$ cat src/rtl/pipe_adder_nbit.sv
// Pipelined WIDTH-bit add/subtract, one CHUNK = WIDTH/STAGES slice resolved per stage; optional signed overflow via PIPE_ADDER_OVF_EN.
// Latency: STAGES cycles from acceptance to out_valid, plus one per stall cycle; sustains one beat per cycle.
// Backpressure: global stall -- all stages hold while out_valid & ~out_ready; in_ready is low for exactly those cycles.
module pipe_adder_nbit #(
    parameter int WIDTH  = 16,
    parameter int STAGES = 4
) (
    input  logic             clk,
    input  logic             rst_n,
    input  logic             in_valid,
    output logic             in_ready,
    input  logic [WIDTH-1:0] a,
    input  logic [WIDTH-1:0] b,
    input  logic             cin,
    input  logic             sub,
    output logic             out_valid,
    input  logic             out_ready,
    output logic [WIDTH-1:0] s,
    output logic             cout,
    output logic             ovf
);

    localparam int CHUNK = WIDTH / STAGES;
    localparam int LAST  = STAGES - 1;

    if ((STAGES < 1) || (STAGES > WIDTH) || (WIDTH % STAGES != 0)) begin : g_bad_params
        $error("pipe_adder_nbit: WIDTH must be divisible by STAGES, STAGES in 1..WIDTH");
    end

    // Per-stage registers: a/bb skew (upper chunks still to add), lower sum chunks, carry.
    logic [WIDTH-1:0] a_q [STAGES];
    logic [WIDTH-1:0] b_q [STAGES];
    logic [WIDTH-1:0] s_q [STAGES];
    logic             c_q [STAGES];
    logic             v_q [STAGES];

    logic [WIDTH-1:0] src_a [STAGES];
    logic [WIDTH-1:0] src_b [STAGES];
    logic [WIDTH-1:0] src_s [STAGES];
    logic             src_c [STAGES];
    logic [WIDTH-1:0] nxt_s [STAGES];
    logic             nxt_c [STAGES];
    logic             ld    [STAGES];
    logic [CHUNK:0]   part;
    logic             adv;

    assign adv      = out_ready | ~v_q[LAST];
    assign in_ready = adv;

    always_comb begin
        part     = '0;
        src_a[0] = a;
        src_b[0] = sub ? ~b : b;
        src_s[0] = '0;
        src_c[0] = sub ? 1'b1 : cin;
        ld[0]    = in_valid & adv;
        for (int k = 1; k < STAGES; k++) begin
            src_a[k] = a_q[k-1];
            src_b[k] = b_q[k-1];
            src_s[k] = s_q[k-1];
            src_c[k] = c_q[k-1];
            ld[k]    = adv & v_q[k-1];
        end
        for (int k = 0; k < STAGES; k++) begin
            part = {1'b0, src_a[k][k*CHUNK +: CHUNK]}
                 + {1'b0, src_b[k][k*CHUNK +: CHUNK]}
                 + {{CHUNK{1'b0}}, src_c[k]};
            nxt_s[k]                   = src_s[k];
            nxt_s[k][k*CHUNK +: CHUNK] = part[CHUNK-1:0];
            nxt_c[k]                   = part[CHUNK];
        end
    end

    always_ff @(posedge clk) begin
        if (!rst_n) begin
            for (int k = 0; k < STAGES; k++) begin
                v_q[k] <= 1'b0;
                a_q[k] <= '0;
                b_q[k] <= '0;
                s_q[k] <= '0;
                c_q[k] <= 1'b0;
            end
        end else begin
            if (adv) begin
                v_q[0] <= in_valid;
                for (int k = 1; k < STAGES; k++) begin
                    v_q[k] <= v_q[k-1];
                end
            end
            // Data only moves with a real beat, so bubbles leave registers untouched.
            for (int k = 0; k < STAGES; k++) begin
                if (ld[k]) begin
                    a_q[k] <= src_a[k];
                    b_q[k] <= src_b[k];
                    s_q[k] <= nxt_s[k];
                    c_q[k] <= nxt_c[k];
                end
            end
        end
    end

    assign out_valid = v_q[LAST];
    assign s         = s_q[LAST];
    assign cout      = c_q[LAST];

`ifdef PIPE_ADDER_OVF_EN
    logic ovf_q;

    always_ff @(posedge clk) begin
        if (!rst_n) begin
            ovf_q <= 1'b0;
        end else if (ld[LAST]) begin
            ovf_q <= (src_a[LAST][WIDTH-1] == src_b[LAST][WIDTH-1])
                   & (nxt_s[LAST][WIDTH-1] != src_a[LAST][WIDTH-1]);
        end
    end

    assign ovf = ovf_q;
`else
    assign ovf = 1'b0;
`endif

endmodule

$ cat config.mk
export PLATFORM = sky130hd
export DESIGN_NAME = pipe_adder_nbit
export DESIGN_NICKNAME = d
export VERILOG_FILES = /design/src/rtl/pipe_adder_nbit.sv
export SDC_FILE = /design/constraint.sdc
export NUM_CORES = 1
export LEC_CHECK = 0
export CORE_MARGIN = 5
export CORE_UTILIZATION = 55
export DETAILED_ROUTE_END_ITERATION = 7
export PLACE_DENSITY = 0.8
export SYNTH_ARGS = -nofsm -noshare
export SYNTH_HDL_FRONTEND = slang
export SYNTH_SLANG_ARGS = --single-unit
$ cat constraint.sdc
create_clock -name clk -period 2.8 [get_ports clk]
set_clock_uncertainty 0.2 [all_clocks]
set_input_delay 0.28 -clock clk [delete_from_list [all_inputs] [get_ports clk]]
set_output_delay 0.28 -clock clk [all_outputs]
set_load 0.05 [all_outputs]
**Word level (Yosys, flattened, before mapping)**

Memory sizes are Yosys's and may differ from the RTL's.
Cells that the tools add are included.

- Register bits after elaboration: 0
- Bits in writable memories: 200
- Bits of input ports: 38
- Output and inout bits: 20
- Logic and storage cells: 78
- Memories: 5

- Add/sub/neg operators: 8
- Multiplexer cells: 38
- Bitwise gates (word level): 27

Memories:

| name | words | width | rd ports | clocked after memory_dff | write ports | line | source |
|---|---|---|---|---|---|---|---|
| a_q | 4 | 16 | 3 | 0 | 4 | 31 | `logic [WIDTH-1:0] a_q [STAGES];` |
| b_q | 4 | 16 | 3 | 0 | 4 | 32 | `logic [WIDTH-1:0] b_q [STAGES];` |
| s_q | 4 | 16 | 4 | 0 | 4 | 33 | `logic [WIDTH-1:0] s_q [STAGES];` |
| c_q | 4 | 1 | 4 | 0 | 4 | 34 | `logic c_q [STAGES];` |
| v_q | 4 | 1 | 4 | 0 | 4 | 35 | `logic v_q [STAGES];` |

Operators with widths:

| cell | count |
|---|---|
| $mux 16 | 13 |
| $mux 1 | 25 |
| $or 1x1->1 | 21 |
| $add 4x4->5 | 4 |
| $add 5x1->5 | 4 |
| $not 16->16 | 1 |
| $and 1x1->1 | 4 |
| $not 1->1 | 1 |

**Logic depth before layout (Yosys ltp)**

Gate-level depths: netlist (run 1).
An unclocked memory read counts as a cell.

- Depth after elaboration: 8
- Mapped depth: 9
- Gate-level depth less buffers: 7

**Least setup slack after synthesis (run 1)**

OpenSTA, ideal clock, no wires.

- Path kind: register -> register
- From: mem v_q[3][0], in the netlist v_q[0][3]
- To: mem a_q[0][10] (enable)
- Setup time: 0.385 ns
- Data arrival time: 1.713 ns
- Data required time: 2.215 ns
- Slack: 0.502 ns
- Cell stages (with the launch flop): 5
- Path buffers: 1
- Period minus slack after synthesis: 2.298 ns
- Cells stage by stage: edfxtp_1 > nand2b_4 > buf_6 > nand2_1 > nand2_1

RTL lines:

| element | line |
|---|---|
| start: declaration | 35 |
| end: declaration | 31 |

==> impl_metrics.yaml, run 1 <==
run_status:
  status: "finished, final reports clean"
floorplan:
  die_h_microns: 98.4
  die_width_microns: 98.4
  start_util_pct: 56.2
  top_level_ports: 58
  core_sq_um: 7650
  rows: 32
  dieArea_sq_um: 9670
run:
  cap_violations: 0
drt:
  route.detailed.drc: 0
  wl_per_cell_microns: 11.6
  drt-total-wl_microns: 5420
  antenna_left: 0
  routed_via_density: 4.72
  dr.pass1.iters: 4
  drt_iter0_drc: 61
  vias: 2199
logic_synthesis:
  synth_warnings: 0
  syn_nets: 357
  synth_area_leader_cell: "edfxtp_1"
  ys_top_cells_by_area: "edfxtp_1, and2_1, fa_1"
  synthArstFlopShare_pct: 0
  syn_inst: 299
  ys_types: 34
  yosysMostFrequentCell: "edfxtp_1"
  synth_edf_count: 93
  avgSynthCellArea_sq_um: 14.4
  yosysSeqAreaShare_pct: 66.4
  ys.flop_type: "edfxtp_1"
  syn_area_sq_um: 4290
  ys_seq_elements: 96
  synth_top_area_share_pct: 65.0
  synth_common_cells: "edfxtp_1, and2_1, nor2_1"
power_and_ir_drop:
  power.total_mw: 2.98
  p_leak_nw: 2.00
  powerDensity_nw_per_um2: 578
  ir_drop_mv: 0.281
place:
  post-dp-hpwl_microns: 4160
  gp_congestion: 0.777
  place_worst_setup_slack_ps: 327
  portBuffers: 56
clocking:
  hold_buffers: 0
  cts_made_buffers: 9
  ctsResizeCount: 0
  post-cts-setup-buffer-count: 0
  cts_sinks: 96
  clkLatencyLatePin_ps: 360
  cts.path.max_buffers: 2
  clk_pin_slew_ps: 80
  root_buffer: "clkbuf_8"
  cts_tree: "yes"
  h-tree-depth: 3
setup_path:
  crit_fanout: 14
  startpoint: "v_q[0][3]$_DFFE_PP_"
  cp.arrival_ps: 1830
  endpoint: "in_ready"
  path_cells: "nand2b_4 -> clkdlybuf4s50_1"
  cp-start-kind: "register"
  cp_slowest_cell: "clkdlybuf4s50_1"
  required_ps: 2320
  r2r_end: "c_q[1]$_DFF_P_"
  reg2reg_depth: 6
  slowest_delay_ps: 850
  crit_path_end_kind: "primary output"
  critPathKind: "reg2out"
  rrSetupSlack_ps: 660
  rr_startpoint: "c_q[0]$_DFF_P_"
timing:
  worst-slew-pin-transition_ps: 589
  final_hold_viol_count: 0
  timing.final.crit_share_pct: 82.5
  slew-limit-headroom_pct: 60.6
  rsz0062_at_grt: "no"
  min_period_ps: 2310
  finalSetupViolations: 0
  fin_ws_ps: 490
  timing.fmax_ghz: 0.433
  slew_violations: 0
  tns_ps: 0
cells_and_area:
  fin_nets: 417
  fillers: 561
  area_growth_pct: 20.1
  layout-drive-gt1-share_pct: 7.42
  fin_util_pct: 67.5
  antenna_cells: 0
global_route:
  grt_max_degree: 29
  track_usage_pct: 12.6
  grt_overflow: 0
  antenna_found_initial: 0
  grt_pass1_wl_microns: 9600
  first_global_vias: 2237
worst_hold_path:
  hp-class: "reg2reg"
## worst max-delay path: cells and delay by family, from the launching register on
kind	cells	cell delay, ps
and+or+nand+nor	1	200
DFF	1	430
buffers and inverters	1	850
## flip-flops by register name, indices dropped and copies added (netlist names)
register and flops:
a_q 24, s_q 40, c_q 4, v_q 4, b_q 24
## cells by family (layout without fill, tap and decap cells)
| kind of cell | count (synthesis) | in the layout | share of synthesized area [%] |
|---|---|---|---|
| other cells | 1 | 1 | 0.0873 |
| simple gates | 117 | 117 | 16.2 |
| flops | 96 | 96 | 66.4 |
| xor+xnor | 18 | 18 | 3.67 |
| fa+ha+maj | 20 | 20 | 7.23 |
| buf+inv | 28 | 93 | 3.26 |
| compound gates | 19 | 19 | 3.12 |
## where the power goes
| group | switching, mW | total, mW | internal (mW) |
|---|---|---|---|
| clock network | 0.434 | 0.929 | 0.495 |
| logic | 0.190 | 0.353 | 0.163 |
| registers | 0.0255 | 1.70 | 1.68 |
## worst min path at each step
stage                                   from                        to  slack [ps]  cells past startpoint
floorplan                           in_valid            c_q[0]$_DFF_P_         190                      1
global placement    a_q[0][12]$_SDFFCE_PN0P_  a_q[0][28]$_SDFFCE_PN0P_         300                      1
detailed placement   s_q[2][8]$_SDFFCE_PN0P_   s_q[3][8]$_SDFFCE_PN0P_         300                      1
CTS                  s_q[2][8]$_SDFFCE_PN0P_   s_q[3][8]$_SDFFCE_PN0P_         320                      1
global route         s_q[1][3]$_SDFFCE_PN0P_   s_q[2][3]$_SDFFCE_PN0P_         340                      1
finish               s_q[2][4]$_SDFFCE_PN0P_   s_q[3][4]$_SDFFCE_PN0P_         320                      1
## layout make-up
| class | count | area [sq um] | area share (%) |
|---|---|---|---|
| Clock inverter | 7 | 86.3 | 1.67 |
| Tap cell | 102 | 128 | 2.47 |
| Timing Repair Buffer | 60 | 603 | 11.7 |
| Sequential cell | 96 | 2850 | 55.3 |
| Inverter | 17 | 63.8 | 1.24 |
| Clock buffer | 9 | 124 | 2.40 |
| Multi-Input combinational cell | 175 | 1300 | 25.2 |
## placed cells by master (no fill, tap or decap), types with 3 or more instances in the layout
master and n:
a21oi_1 7, clkdlybuf4s50_1 56, nor3_1 3, a21o_1 3, fa_1 8, nor2b_1 4, buf_4 3, inv_2 3
edfxtp_1 93, xnor2_1 15, nor2_1 21, nand2_1 8, dfxtp_1 3, and2_1 63, nand3b_1 6, ha_1 12
nor3b_1 3, clkbuf_8 9, inv_1 14, xor2_1 3, a21boi_0 4
## per-stage QoR
step,hold WS [ps],std cells,cell area [sq um]
2_1_floorplan,189,299,4290
3_3_place_gp,302,450,4950
3_5_place_dp,301,450,4950
4_1_cts,321,466,5160
5_1_grt,338,466,5160
6_report,319,466,5160
## metal layers
metal,vias to the layer above,GRT usage [%],wire [microns]
li1,1144,-,-
met1,986,14.3,2250
met2,58,21.2,2700
met3,11,5.14,327
met4,0,5.04,142
met5,-,0,0
(Power assumes the default switching activity.)
==> run 2: changes to the inputs <==
--- a/config.mk
+++ b/config.mk
@@ -6,9 +6,9 @@
 export NUM_CORES = 1
 export LEC_CHECK = 0
 export CORE_MARGIN = 5
-export CORE_UTILIZATION = 55
+export CORE_UTILIZATION = 49
 export DETAILED_ROUTE_END_ITERATION = 7
-export PLACE_DENSITY = 0.8
+export PLACE_DENSITY = 0.75
 export SYNTH_ARGS = -nofsm -noshare
 export SYNTH_HDL_FRONTEND = slang
 export SYNTH_SLANG_ARGS = --single-unit
==> constraint.sdc (replaced) <==
create_clock -name clk -period 2.1 [get_ports clk]
set_clock_uncertainty 0.2 [all_clocks]
set_input_delay 0.21 -clock clk [delete_from_list [all_inputs] [get_ports clk]]
set_output_delay 0.21 -clock clk [all_outputs]
set_load 0.05 [all_outputs]
==> impl_metrics.yaml, run 2 (synthesis results as in run 1) <==
timing:
  timing.fmax_ghz: 0.495
  fin_ws_ps: 81.4
  worst-slew-pin-transition_ps: 497
  slew_violations: 0
  timing.final.crit_share_pct: 96.1
  finalSetupViolations: 0
  rsz0062_at_grt: "no"
  slew-limit-headroom_pct: 66.7
  final_hold_viol_count: 0
  min_period_ps: 2020
cells_and_area:
  fin_util_pct: 61.5
  fin_nets: 428
  reg.largest.list: "s_q: 40 flops, a_q: 24 flops, b_q: 24 flops"
  most-common-layout-cells: "edfxtp_1, and2_1, clkdlybuf4s50_1"
  antenna_cells: 0
  area_growth_pct: 23.6
  final_common_cell: "edfxtp_1"
  layout-drive-gt1-share_pct: 13.1
  largest_register_ffs: 40
  design_area_sq_um: 5310
  regMostFlops: "s_q"
floorplan:
  start_util_pct: 49.7
  dieArea_sq_um: 10700
  die_h_microns: 104
  core_sq_um: 8640
  top_level_ports: 58
  die_width_microns: 104
  rows: 34
clocking:
  clkLatencyLatePin_ps: 360
  clk_pin_slew_ps: 80
  hold_buffers: 0
  cts_made_buffers: 9
  cts_sinks: 96
  cts_tree: "yes"
  post-cts-setup-buffer-count: 0
  cts.path.max_buffers: 2
  h-tree-depth: 3
  root_buffer: "clkbuf_8"
power_and_ir_drop:
  powerDensity_nw_per_um2: 748
  power.total_mw: 3.97
  ir_drop_mv: 0.321
  p_leak_nw: 2.07
drt:
  dr.max_layer_used: "met4"
  met2_length_microns: 3130
  dr.pass1.iters: 5
  drt-total-wl_microns: 6160
  vias: 2297
  routed_via_density: 4.76
  wl_per_cell_microns: 12.8
  drt_iter0_drc: 57
  wl_met1_microns: 2550
  antenna_left: 0
  route.detailed.drc: 0
  met3_wirelength_microns: 329
worst_hold_path:
  hp-class: "in2reg"
setup_path:
  cp_slowest_cell: "fa_2"
  cp-start-kind: "register"
  slowest_delay_ps: 430
  crit_path_end_kind: "register"
  cp.arrival_ps: 2090
  crit_fanout: 2
  rr_startpoint: "c_q[0]$_DFF_P_"
  endpoint: "c_q[1]$_DFF_P_"
  r2r_end: "c_q[1]$_DFF_P_"
  reg2reg_depth: 6
  path_cells: "inv_1 -> fa_2 -> fa_2 -> nor2b_2 -> o21ai_0 -> a221oi_2"
  required_ps: 2170
  rrSetupSlack_ps: 80
  startpoint: "c_q[0]$_DFF_P_"
  crit_path_frequent_cell: "fa_2"
  critPathKind: "reg2reg"
global_route:
  antenna_found_initial: 0
  grt_pass1_wl_microns: 10400
  grt_max_degree: 22
  track_usage_pct: 12.0
  grt_overflow: 0
  first_global_vias: 2357
run_status:
  status: "finished, final reports clean"
place:
  place_worst_setup_slack_ps: -355
  portBuffers: 56
  gp_congestion: 0.764
  post-dp-hpwl_microns: 4570
  placed_cell_area_sq_um: 5090
run:
  cap_violations: 0
==> run 2: final cells by class <==
type,instances,area (sq um)
well taps,108,135
repair buffers,71,736
clock buffers,9,124
multi-input cells,175,1330
fillers,696,3330
inverters,17,63.8
flip-flops and latches,96,2850
clock inverters,7,68.8
==> run 2: timing repair <==
item / in CTS / in global routing
setup endpoints to repair: 2 / 5
pin swaps: 0 / 1
hold endpoints to repair: 0 / 0
resized for setup: 2 / 5
==> run 2: worst min path at each step <==
stage / startpoint / to / depth (start not counted)
floorplan: in_valid / c_q[0]$_DFF_P_ / 1
global placement: s_q[1][4]$_SDFFCE_PN0P_ / s_q[2][4]$_SDFFCE_PN0P_ / 1
detailed placement: a_q[0][15]$_SDFFCE_PN0P_ / a_q[0][31]$_SDFFCE_PN0P_ / 1
CTS: a[12] / a_q[0][12]$_SDFFCE_PN0P_ / 2
global route: a[5] / a_q[0][5]$_SDFFCE_PN0P_ / 2
finish: a[9] / a_q[0][9]$_SDFFCE_PN0P_ / 2
==> run 2: per-layer routing <==
metal | global-route usage [%] | vias to the layer above
met3 | 4.10 | 14
met5 | 0 | -
met4 | 5.90 | 0
met2 | 20.5 | 72
li1 | - | 1167
met1 | 13.1 | 1044
==> run 2: power by group <==
part	leakage, nW	internal [mW]	switching [mW]
clock network	0.0974	0.551	0.632
registers	1.02	2.23	0.0358
logic	0.953	0.249	0.270
total	2.07	3.03	0.937
==> run 2: worst max-delay path: cells and delay by family (launching register included) <==
kind / cells / cell delay (ps)
AOI/OAI and AO/OA: 2 / 370
and+or+nand+nor: 1 / 150
adders and majority gates: 2 / 810
DFF: 1 / 350
buffers and inverters: 1 / 70
==> run 2: stage by stage <==
step,cells,hold WS (ps),setup TNS (ps)
finish,483,300,0
global route,483,290,0
CTS,483,289,0
detailed placement,467,302,-1260
global placement,467,302,-961
floorplan,299,119,0
==> run 3: changes to the inputs <==
--- a/config.mk
+++ b/config.mk
@@ -8,6 +8,7 @@
 export CORE_MARGIN = 5
 export CORE_UTILIZATION = 49
 export DETAILED_ROUTE_END_ITERATION = 7
+export GPL_TIMING_DRIVEN = 0
 export PLACE_DENSITY = 0.75
 export SYNTH_ARGS = -nofsm -noshare
 export SYNTH_HDL_FRONTEND = slang
==> constraint.sdc (replaced) <==
create_clock -name clk -period 2.1 [get_ports clk]
set_clock_uncertainty 0.2 [all_clocks]
set_input_delay 0.315 -clock clk [delete_from_list [all_inputs] [get_ports clk]]
set_output_delay 0.315 -clock clk [all_outputs]
set_load 0.05 [all_outputs]
==> impl_metrics.yaml, run 3 (synthesis results as in run 1) <==
power_and_ir_drop:
  p_leak_nw: 2.03
  powerDensity_nw_per_um2: 753
  ir_drop_mv: 0.381
  power.total_mw: 3.94
global_route:
  antenna_found_initial: 0
  first_global_vias: 2265
  use_met1_pct: 13.3
  grt_max_degree: 29
  grt_overflow: 0
  grt_pass1_wl_microns: 10200
  use_met2_pct: 19.9
  busiest_layer: "met2"
  track_usage_pct: 11.7
  grtUsageMet3_pct: 3.54
cells_and_area:
  regMostFlops: "s_q"
  antenna_cells: 0
  largest_register_ffs: 40
  design_area_sq_um: 5220
  instances_no_fill: 477
  final_common_cell: "edfxtp_1"
  multi_input_area_sq_um: 1350
  fin_nets: 422
  reg.largest.list: "s_q: 40 flops, a_q: 24 flops, b_q: 24 flops"
  area_growth_pct: 21.6
  layout-drive-gt1-share_pct: 13.3
  seqCellArea_sq_um: 2850
  most-common-layout-cells: "edfxtp_1, and2_1, clkdlybuf4s50_1"
  fillers: 652
clocking:
  cts_made_buffers: 9
  cts.path.max_buffers: 2
  cts_tree: "yes"
  h-tree-depth: 3
  cts_sinks: 96
  clkLatencyLatePin_ps: 350
  post-cts-setup-buffer-count: 0
  root_buffer: "clkbuf_8"
  clk_pin_slew_ps: 90
setup_path:
  crit_family: "buffers and inverters"
  cp-start-kind: "primary input"
  path_depth: 4
  reg2reg_depth: 5
  cp_slowest_cell: "clkdlybuf4s50_1"
  worst-path-buf-inv: 3
  slowest_delay_ps: 460
  path_cells: "clkdlybuf4s50_1 -> nand2b_4 -> buf_6 -> clkdlybuf4s15_2"
  crit_path_end_kind: "primary output"
  cp.arrival_ps: 1500
  required_ps: 1580
  crit_fanout: 10
  critPathKind: "in2out"
floorplan:
  start_util_pct: 49.7
  top_level_ports: 58
  die_width_microns: 104
  rows: 34
  core_sq_um: 8640
  die_h_microns: 104
  dieArea_sq_um: 10700
drt:
  drt-total-wl_microns: 6190
  drt_iter0_drc: 72
  antenna_left: 0
  route.detailed.drc: 0
  vias: 2306
  wl_per_cell_microns: 13.0
  routed_via_density: 4.83
  dr.pass1.iters: 4
place:
  gp_congestion: 0.837
  placed_cell_area_sq_um: 5010
  place_worst_setup_slack_ps: -339
  placedCellCount: 461
  post-dp-hpwl_microns: 4670
  portBuffers: 54
timing:
  timing.fmax_ghz: 0.496
  rsz0062_at_grt: "no"
  slew-limit-headroom_pct: 57.4
  fin_ws_ps: 82.5
  timing.final.crit_share_pct: 96.1
  finalSetupViolations: 0
  slew_violations: 0
  min_period_ps: 2020
  worst-slew-pin-transition_ps: 638
  final_hold_viol_count: 0
run:
  cap_violations: 0
run_status:
  status: "finished, final reports clean"
worst_hold_path:
  hp-class: "in2reg"
  min_path_cells: 2
## run 3: cell types whose count changed in the layout (fill, tap and decap cells not counted), moves of 2 or more
cell             before  now
buf_12                5    0
buf_2                 0    3
buf_4                11    4
buf_6                 0    2
clkdlybuf4s50_1      54   51
clkinv_4              0    2
fa_1                  4    2
fa_2                  4    6
inv_6                 2    0
## run 3: final cells by class
cell class                      count  share of cell area (%)
Multi-Input combinational cell    175                    25.7
Tap cell                          108                    2.59
Timing Repair Buffer               54                    10.4
Clock buffer                        9                    2.37
Inverter                           17                    1.22
Clock inverter                      7                    1.39
Sequential cell                    96                    54.6
Buffer                             11                    1.68
## run 3: path summary, 6_finish.rpt
check	from	end	slack [ps]
worst min register to register	b_q[0][13]$_SDFFCE_PN0P_	b_q[0][29]$_SDFFCE_PN0P_	320
worst max-delay path	out_ready	in_ready	80
worst max register to register	b_q[0][44]$_SDFFCE_PN0P_	c_q[3]$_DFFE_PP_	110
worst min-delay path	rst_n	c_q[2]$_DFF_P_	100
## run 3: power by group
part	internal, mW	switching (mW)	total [mW]
clock network	0.550	0.623	1.17
logic	0.223	0.268	0.491
registers	2.24	0.0360	2.27
total	3.01	0.926	3.94
## run 3: per-stage QoR
step / hold WS [ps] / util (%) / setup TNS, ps
3_3_place_gp: 302 / 58.0 / -9030
4_1_cts: 82.3 / 60.3 / 0
2_1_floorplan: 224 / - / -27.6
3_5_place_dp: 301 / 58.0 / -12200
6_report: 103 / 60.5 / 0
5_1_grt: 86.2 / 60.5 / 0
## run 3: repair_timing
action	4_1_cts	5_1_grt
pin swaps	0	0
endpoints found under the setup margin	3	3
hold buffers	0	0
gates resized for setup	5	5
## run 3: metal layers
layer / up-vias / wire [microns]
met5: - / 0
met4: 0 / 143
met3: 14 / 354
met2: 57 / 3190
met1: 1079 / 2500
li1: 1156 / -
